$ cat src/rtl/cr16_alu_arbiter.sv
// cr16_alu_arbiter: shares one CR16 ALU between the CPU execute stage (requester 0)
// and the auxiliary/DMA engine (requester 1).
//   - Round-robin grant in IDLE. An optional lock lets a requester chain ops without
//     interleaving. A lock left idle for P_LOCK_TIMEOUT cycles is force-released.
//   - Each op runs IDLE (handshake) -> ISSUE (ALU enable) -> RESULT (capture) -> IDLE.
//   - Each requester has its own shadow copy of the ALU status.
// Ports:
//   I_CLK, I_RESET (sync, active high)
//   I_REQx_VALID/LOCK/OPCODE/A/B, O_REQx_READY : requester handshake (x = 0, 1)
//   O_RSPx_VALID : one-cycle completion pulse
//   O_RSP_C : shared result
//   O_RSPx_STATUS : per-requester status
//   O_ALU_ENABLE/OPCODE/A/B, I_ALU_C/STATUS : ALU side
module cr16_alu_arbiter #(
  parameter int unsigned P_WIDTH        = 16,
  parameter int unsigned P_STATUS_WIDTH = 5,
  parameter int unsigned P_LOCK_TIMEOUT = 8
) (
  input  logic                      I_CLK,
  input  logic                      I_RESET,
  input  logic                      I_REQ0_VALID,
  output logic                      O_REQ0_READY,
  input  logic                      I_REQ0_LOCK,
  input  logic [3:0]                I_REQ0_OPCODE,
  input  logic [P_WIDTH-1:0]        I_REQ0_A,
  input  logic [P_WIDTH-1:0]        I_REQ0_B,
  input  logic                      I_REQ1_VALID,
  output logic                      O_REQ1_READY,
  input  logic                      I_REQ1_LOCK,
  input  logic [3:0]                I_REQ1_OPCODE,
  input  logic [P_WIDTH-1:0]        I_REQ1_A,
  input  logic [P_WIDTH-1:0]        I_REQ1_B,
  output logic                      O_RSP0_VALID,
  output logic                      O_RSP1_VALID,
  output logic [P_WIDTH-1:0]        O_RSP_C,
  output logic [P_STATUS_WIDTH-1:0] O_RSP0_STATUS,
  output logic [P_STATUS_WIDTH-1:0] O_RSP1_STATUS,
  output logic                      O_ALU_ENABLE,
  output logic [3:0]                O_ALU_OPCODE,
  output logic [P_WIDTH-1:0]        O_ALU_A,
  output logic [P_WIDTH-1:0]        O_ALU_B,
  input  logic [P_WIDTH-1:0]        I_ALU_C,
  input  logic [P_STATUS_WIDTH-1:0] I_ALU_STATUS
);

  typedef enum logic [1:0] {StIdle, StIssue, StResult} state_e;

  localparam int unsigned CntW = $clog2(P_LOCK_TIMEOUT + 1);
  localparam logic [CntW-1:0] CntLast = CntW'(P_LOCK_TIMEOUT - 1);

  state_e                    state_q, state_d;
  logic                      ptr_q, ptr_d;
  logic                      lock_q, lock_d;
  logic                      lock_owner_q, lock_owner_d;
  logic [CntW-1:0]           cnt_q, cnt_d;
  logic                      owner_q;
  logic                      lock_req_q;
  logic [3:0]                op_q;
  logic [P_WIDTH-1:0]        a_q, b_q;
  logic                      rsp0_valid_q, rsp1_valid_q;
  logic [P_WIDTH-1:0]        rsp_c_q;
  logic [P_STATUS_WIDTH-1:0] status0_q, status1_q;
  logic                      grant0, grant1, handshake, owner_valid;

  // Grant selection; only meaningful in IDLE.
  always_comb begin
    grant0 = 1'b0;
    grant1 = 1'b0;
    if (state_q == StIdle) begin
      if (lock_q) begin
        grant0 = !lock_owner_q && I_REQ0_VALID;
        grant1 = lock_owner_q && I_REQ1_VALID;
      end else if (I_REQ0_VALID && I_REQ1_VALID) begin
        grant0 = !ptr_q;
        grant1 = ptr_q;
      end else begin
        grant0 = I_REQ0_VALID;
        grant1 = I_REQ1_VALID;
      end
    end
  end

  assign handshake   = grant0 || grant1;
  assign owner_valid = lock_owner_q ? I_REQ1_VALID : I_REQ0_VALID;

  always_comb begin
    state_d      = state_q;
    ptr_d        = ptr_q;
    lock_d       = lock_q;
    lock_owner_d = lock_owner_q;
    cnt_d        = cnt_q;
    unique case (state_q)
      StIdle: begin
        if (handshake) begin
          state_d = StIssue;
          ptr_d   = !grant1;
          cnt_d   = '0;
        end else if (lock_q && !owner_valid) begin
          // Owner is idling on the ALU; release once the budget is spent.
          if (cnt_q == CntLast) begin
            lock_d = 1'b0;
            cnt_d  = '0;
          end else begin
            cnt_d = cnt_q + CntW'(1);
          end
        end
      end
      StIssue: state_d = StResult;
      StResult: begin
        state_d      = StIdle;
        lock_d       = lock_req_q;
        lock_owner_d = owner_q;
        cnt_d        = '0;
      end
      default: state_d = StIdle;
    endcase
  end

  always_ff @(posedge I_CLK) begin
    if (I_RESET) begin
      state_q      <= StIdle;
      ptr_q        <= 1'b0;
      lock_q       <= 1'b0;
      lock_owner_q <= 1'b0;
      cnt_q        <= '0;
      owner_q      <= 1'b0;
      lock_req_q   <= 1'b0;
      op_q         <= '0;
      a_q          <= '0;
      b_q          <= '0;
      rsp0_valid_q <= 1'b0;
      rsp1_valid_q <= 1'b0;
      rsp_c_q      <= '0;
      status0_q    <= '0;
      status1_q    <= '0;
    end else begin
      state_q      <= state_d;
      ptr_q        <= ptr_d;
      lock_q       <= lock_d;
      lock_owner_q <= lock_owner_d;
      cnt_q        <= cnt_d;
      if (handshake) begin
        owner_q    <= grant1;
        lock_req_q <= grant1 ? I_REQ1_LOCK : I_REQ0_LOCK;
        op_q       <= grant1 ? I_REQ1_OPCODE : I_REQ0_OPCODE;
        a_q        <= grant1 ? I_REQ1_A : I_REQ0_A;
        b_q        <= grant1 ? I_REQ1_B : I_REQ0_B;
      end
      rsp0_valid_q <= (state_q == StResult) && !owner_q;
      rsp1_valid_q <= (state_q == StResult) && owner_q;
      if (state_q == StResult) begin
        rsp_c_q <= I_ALU_C;
        if (owner_q) status1_q <= I_ALU_STATUS;
        else         status0_q <= I_ALU_STATUS;
      end
    end
  end

  assign O_REQ0_READY  = grant0;
  assign O_REQ1_READY  = grant1;
  assign O_RSP0_VALID  = rsp0_valid_q;
  assign O_RSP1_VALID  = rsp1_valid_q;
  assign O_RSP_C       = rsp_c_q;
  assign O_RSP0_STATUS = status0_q;
  assign O_RSP1_STATUS = status1_q;
  assign O_ALU_ENABLE  = (state_q == StIssue);
  assign O_ALU_OPCODE  = op_q;
  assign O_ALU_A       = a_q;
  assign O_ALU_B       = b_q;

endmodule

$ cat config.mk
export PLATFORM = sky130hd
export DESIGN_NAME = cr16_alu_arbiter
export DESIGN_NICKNAME = d
export VERILOG_FILES = /design/src/rtl/cr16_alu_arbiter.sv
export SDC_FILE = /design/constraint.sdc
export NUM_CORES = 1
export LEC_CHECK = 0
export BUFFER_PORTS_ARGS = -buffer_cell sky130_fd_sc_hd__buf_2
export CORE_ASPECT_RATIO = 2
export CORE_UTILIZATION = 48
export DETAILED_ROUTE_END_ITERATION = 8
export PLACE_DENSITY = 0.85
export SYNTH_ARGS = -nofsm -noshare
export SYNTH_HDL_FRONTEND = slang
export SYNTH_SLANG_ARGS = --single-unit
$ cat constraint.sdc
create_clock -name I_CLK -period 4.7 [get_ports I_CLK]
set_clock_uncertainty 0.15 [all_clocks]
set_input_delay 0 -clock I_CLK [delete_from_list [all_inputs] [get_ports I_CLK]]
set_output_delay 0 -clock I_CLK [all_outputs]
set_load 0.1 [all_outputs]
# Word level (Yosys, flattened, before mapping)

Cells that the tools add are included.

Input bits: 99
Register bits: 75
Output and inout bits: 67

Eq/ne operators: 8
Mux-type cells: 21
Bitwise operators: 1
Reductions and logical operators: 19
Add/subtract/negate cells: 1

Operators by type and width:

| cell                | number |
|---|---|
| $mux 16             | 2 |
| $mux 4              | 4 |
| $mux 1              | 11 |
| $pmux 4 s2          | 1 |
| $reduce_and 2->1    | 4 |
| $logic_and 1x1->1   | 6 |
| $logic_not 1->1     | 5 |
| $add 4x1->4 const B | 1 |
| $eq 4x3->1 const B  | 1 |
| $ne 2x1->1 const B  | 2 |
| $ne 2x2->1 const B  | 2 |
| $pmux 2 s2          | 1 |
| $reduce_and 4->1    | 1 |
| $ne 3x2->1 const B  | 1 |
| $eq 2x1->1 const B  | 1 |
| $eq 2x2->1 const B  | 1 |
| $logic_not 2->1     | 1 |
| $mux 2              | 1 |
| $pmux 1 s2          | 1 |
| $reduce_bool 2->1   | 1 |
| $logic_or 1x1->1    | 1 |
| $not 1->1           | 1 |

# Longest topological paths before layout

Depth in word-level cells: 7
Gate-level depth with buffers: 8
Gate-level depth less buffers: 5

# Worst setup path after synthesis

Ideal clock, no wire load.

Path kind: reg2reg
From: reg state_q[0]
To: reg state_q[1]
Buffers on the path: 1
Period minus slack after synthesis: 2.419 ns
Arrival time: 2.198 ns
Slack: 2.281 ns
Stages on the path, launching flop included: 4
Data required time: 4.479 ns
Path through: dfxtp_1 -> clkbuf_1 -> nor2b_1 -> nor2b_1

RTL lines:

| element                | line | source |
|---|---|---|
| start, declared        | 51   | `state_e state_q, state_d;` |
| start signal, assigned | 121  | `state_q <= StIdle;` |
| start signal, assigned | 137  | `state_q <= state_d;` |
| $eq 2x1->1             | n/a  |  |
| via O_ALU_ENABLE       | 38   | `output logic O_ALU_ENABLE,` |
| $pmux 2 s2             | 92   | `unique case (state_q)` |

The timed path passes the listed nets, and every way through them passes these cells.
A chain may end at the register's enable or synchronous reset.

# Worst setup path in the final report

From: reg state_q[0]
To: reg a_q[8], in the netlist O_ALU_A[8]

Cells in the longest elaborated chain, start to end: 3

Ends and longest elaborated chain:

| element                                     | line    | source |
|---|---|---|
| $logic_not 2->1 *                           | 69      | `if (state_q == StIdle) begin` |
| $mux 1                                      | 69      |  |
| $mux 16 or $logic_or 1x1->1 (tied branches) | 146, 83 |  |
| end signal, assigned                        | 146     | `a_q <= grant1 ? I_REQ1_A : I_REQ0_A;` |
| end, declared                               | 59      | `logic [P_WIDTH-1:0] a_q, b_q;` |

Mark *: on every way between the ends. The rest lies on a longest branch, timed or not.

==> impl_metrics.json <==
{
  "max_stage_delay_ps": 610,
  "synthesis.instances": 366,
  "place_hpwl_mm": 5.84,
  "antenna_found_initial": 0,
  "ir_drop_v": 0.000363,
  "final_core_util_pct": 83.3,
  "insertion_delay_ps": 340,
  "core.rowCount": 41,
  "ctsRootBufferMaster": "sky130_fd_sc_hd__clkbuf_16",
  "yosys_warnings": 0,
  "core_area_um2": 6260,
  "setup_viol": 0,
  "first_global_vias": 3652,
  "arrival_time_reported_for_the_critical_path_endpoint_ps": 3120,
  "detailroute.via_count": 3690,
  "globalRouteTotalUtil_pct": 33.7,
  "clk_pin_slew_ps": 60,
  "drc": 0,
  "postSynthAreaPerCell_um2": 8.42,
  "fin_crit_sh_pct": 63.7,
  "cts-buffers-inserted": 9,
  "whs_path_depth": 4,
  "r2r_setup_slack_ps": 1710,
  "holdCritPathClass": "input pin to register",
  "initial_utilization_pct": 49.2,
  "worst_slew_pin_slew_ps": 1010,
  "totalWireLength_mm": 11.0,
  "maximum_number_of_pins_on_one_net_before_global_route_repair": 58,
  "design_area_um2": 5210,
  "tritoncts": "yes",
  "power.leakage_nw": 2.47,
  "synth_enable_flop_cells": 0,
  "dpl_cell_area_um2": 3900,
  "cpLargestDelayFamily": "buffers and inverters",
  "htree_levels": 3,
  "post-route-worst-setup-slack_ps": 1710,
  "ioPinCount": 166,
  "layout_min_cycle_time_ps": 2990,
  "clock_sinks": 75,
  "antenna_violating_nets_post_route": 0,
  "top_layer": "met4",
  "n_antenna_cell": 0,
  "layout_common_cells": "165 x sky130_fd_sc_hd__buf_2, 106 x sky130_fd_sc_hd__nand2_1, 97 x sky130_fd_sc_hd__dlygate4sd3_1",
  "final_net_count": 715,
  "routedLengthMet1_mm": 3.81,
  "clk_buf_depth": 2,
  "p_per_area_nw_per_um2": 417,
  "post_drt_via_cell_ratio": 5.23,
  "crit-reg2reg-capture": "O_ALU_A[8]$_SDFFE_PP0P_",
  "max_clock_freq_mhz": 334,
  "crit_path_start": "state_q[0]$_SDFFE_PP0P_",
  "critPathCaptureType": "register",
  "synthesis.nets": 466,
  "final_common_cell": "sky130_fd_sc_hd__buf_2",
  "drive_gt1_share_pct": 33.4,
  "pre_cts_slack_ps": 2400,
  "status": "completed",
  "chipWidth_um": 58.7,
  "reg2reg_depth": 6,
  "met2RoutedLength_mm": 6.08,
  "r2r-start": "state_q[0]$_SDFFE_PP0P_",
  "detail_route.iter0.violations": 297,
  "worst_hold_path.endpoint": "cnt_q[0]$_SDFFE_PP0P_",
  "globalRouteOverflowTotal": 0,
  "seq_area_frac_synth_pct": 48.7,
  "max_slew_margin_pct": 32.6,
  "critical_path.slowest_cell": "sky130_fd_sc_hd__dlygate4sd3_1",
  "crit_type": "register to register",
  "number_of_optimization_iterations_in_the_first_detailed_route_pass": 5,
  "synth-main-ff-cell": "sky130_fd_sc_hd__dfxtp_1",
  "async_reset_ff_share_pct": 0,
  "globalplace.congestion": 0.823,
  "final_max_slew_viol_count": 0,
  "number_of_max_cap_violations": 0,
  "ys_ff_latch": 75,
  "fill_cells": 380,
  "placement.io_buffers": 165,
  "final-hold-violation-count": 0,
  "grt_pass1_wl_mm": 17.0,
  "crit_chain": "nor2_1, nand4_2, inv_2, a21oi_1, a211oi_1, dlygate4sd3_1",
  "finalSetupTns_ps": 0,
  "height_of_the_die_um": 115,
  "synthesis.area_um2": 3080,
  "die_area_um2": 6760,
  "timing.critical_path.fanout_max": 19,
  "post_drt_wl_per_cell_um": 15.5,
  "cts_repair_resize_count": 0,
  "timing.critical_path.from_type": "register",
  "yosysUniqueCellTypes": 43,
  "area.growth.synth_to_final_pct": 69.2,
  "unrepaired_setup_endpoints_after_global_routing": "no",
  "crit_required_ps": 4830,
  "worstHoldStart": "I_REQ1_VALID",
  "critical_path_buf_inv_count": 2,
  "met3_length_um": 717
}
[where the power goes]
group / internal [W] / switching [W] / leakage (nW)
Combinational: 0.000185 / 0.000484 / 1.69
Clock: 0.000531 / 0.000257 / 0.169
Sequential: 0.000684 / 0.0000316 / 0.614
Total: 0.00140 / 0.000773 / 2.47
[cell families (layout without fill, tap and decap cells)]
group | Yosys count | after routing | synth area share [%]
and+or+nand+nor | 157 | 157 | 22.0
DFF | 75 | 75 | 48.7
muxes | 2 | 2 | 0.690
buffers and inverters | 30 | 284 | 5.60
adders and majority gates | 1 | 1 | 0.406
AOI/OAI and AO/OA | 101 | 101 | 22.6
[flip-flops by register name, summed over array words and instances, names as in the netlist]
| name | count |
|---|---|
| O_ALU_A | 16 |
| O_ALU_B | 16 |
| O_RSP_C | 16 |
| O_RSP0_STATUS | 5 |
| O_RSP1_STATUS | 5 |
| O_ALU_OPCODE | 4 |
| cnt_q | 4 |
| state_q | 2 |
| O_RSP0_VALID | 1 |
| O_RSP1_VALID | 1 |
| lock_owner_q | 1 |
| lock_q | 1 |
| lock_req_q | 1 |
| owner_q | 1 |
| ptr_q | 1 |
[worst min-delay path, cell delays in order]
cell                      delay [ps]
sky130_fd_sc_hd__buf_2           170
sky130_fd_sc_hd__nor4_1           90
sky130_fd_sc_hd__o21ai_0         150
sky130_fd_sc_hd__a21oi_1          60
[final cells by class]
cell class              count  area [um2]  area share, %
clock buffers              11         243           4.66
clock inverters             5         100           1.92
inverters                   4        27.5          0.528
multi-input cells         261        1420           27.3
flip-flops and latches     75        1500           28.8
well taps                  86         108           2.06
repair buffers            264        1810           34.7
[worst max-delay path by stage]
stage,end,slack (ps),cells past startpoint
5_1_grt,O_ALU_A[8]$_SDFFE_PP0P_,1450,6
2_1_floorplan,state_q[1]$_SDFFE_PP0P_,2280,3
3_5_place_dp,O_REQ0_READY,2400,4
4_1_cts,O_ALU_A[4]$_SDFFE_PP0P_,1880,6
3_3_place_gp,O_REQ0_READY,2460,4
6_report,O_ALU_A[8]$_SDFFE_PP0P_,1710,6
[stage by stage]
stage,hold WS [ps],cells,power [W]
floorplan,-51.1,366,0.00118
finish,36.4,706,0.00217
detailed placement,35.2,593,0.00129
global placement,31.2,593,0.00128
CTS,16.1,706,0.00216
global route,108,706,0.00224
[synthesized netlist by cell type, types with 2 or more instances]
master / number / area [um2]
sky130_fd_sc_hd__a22oi_1: 21 / 158
sky130_fd_sc_hd__nor2b_1: 4 / 25.0
sky130_fd_sc_hd__or4_1: 2 / 15.0
sky130_fd_sc_hd__a31oi_1: 2 / 12.5
sky130_fd_sc_hd__o21ai_0: 8 / 40.0
sky130_fd_sc_hd__a211oi_2: 8 / 100
sky130_fd_sc_hd__a21oi_2: 8 / 70.1
sky130_fd_sc_hd__nor2_1: 20 / 75.1
sky130_fd_sc_hd__dfxtp_1: 75 / 1500
sky130_fd_sc_hd__nand4_1: 2 / 12.5
sky130_fd_sc_hd__inv_2: 2 / 7.51
sky130_fd_sc_hd__nor3_1: 4 / 20.0
sky130_fd_sc_hd__nand3_1: 6 / 30.0
sky130_fd_sc_hd__a211oi_1: 9 / 67.6
sky130_fd_sc_hd__nand2b_1: 3 / 18.8
sky130_fd_sc_hd__clkbuf_1: 17 / 63.8
sky130_fd_sc_hd__nand2_1: 106 / 398
sky130_fd_sc_hd__buf_2: 4 / 20.0
sky130_fd_sc_hd__a21oi_1: 39 / 195
sky130_fd_sc_hd__buf_6: 3 / 33.8
[repair_timing]
action / in CTS / in global routing
hold buffers: 97 / 0
hold endpoints to repair: 64 / 0
setup buffers: 0 / 0
[layer usage]
layer / GRT usage [%] / vias to the layer above
met5: 0 / -
met4: 18.4 / 0
met3: 9.34 / 34
met2: 61.1 / 174
met1: 33.6 / 1713
li1: - / 1769
(Power assumes the default switching activity.)
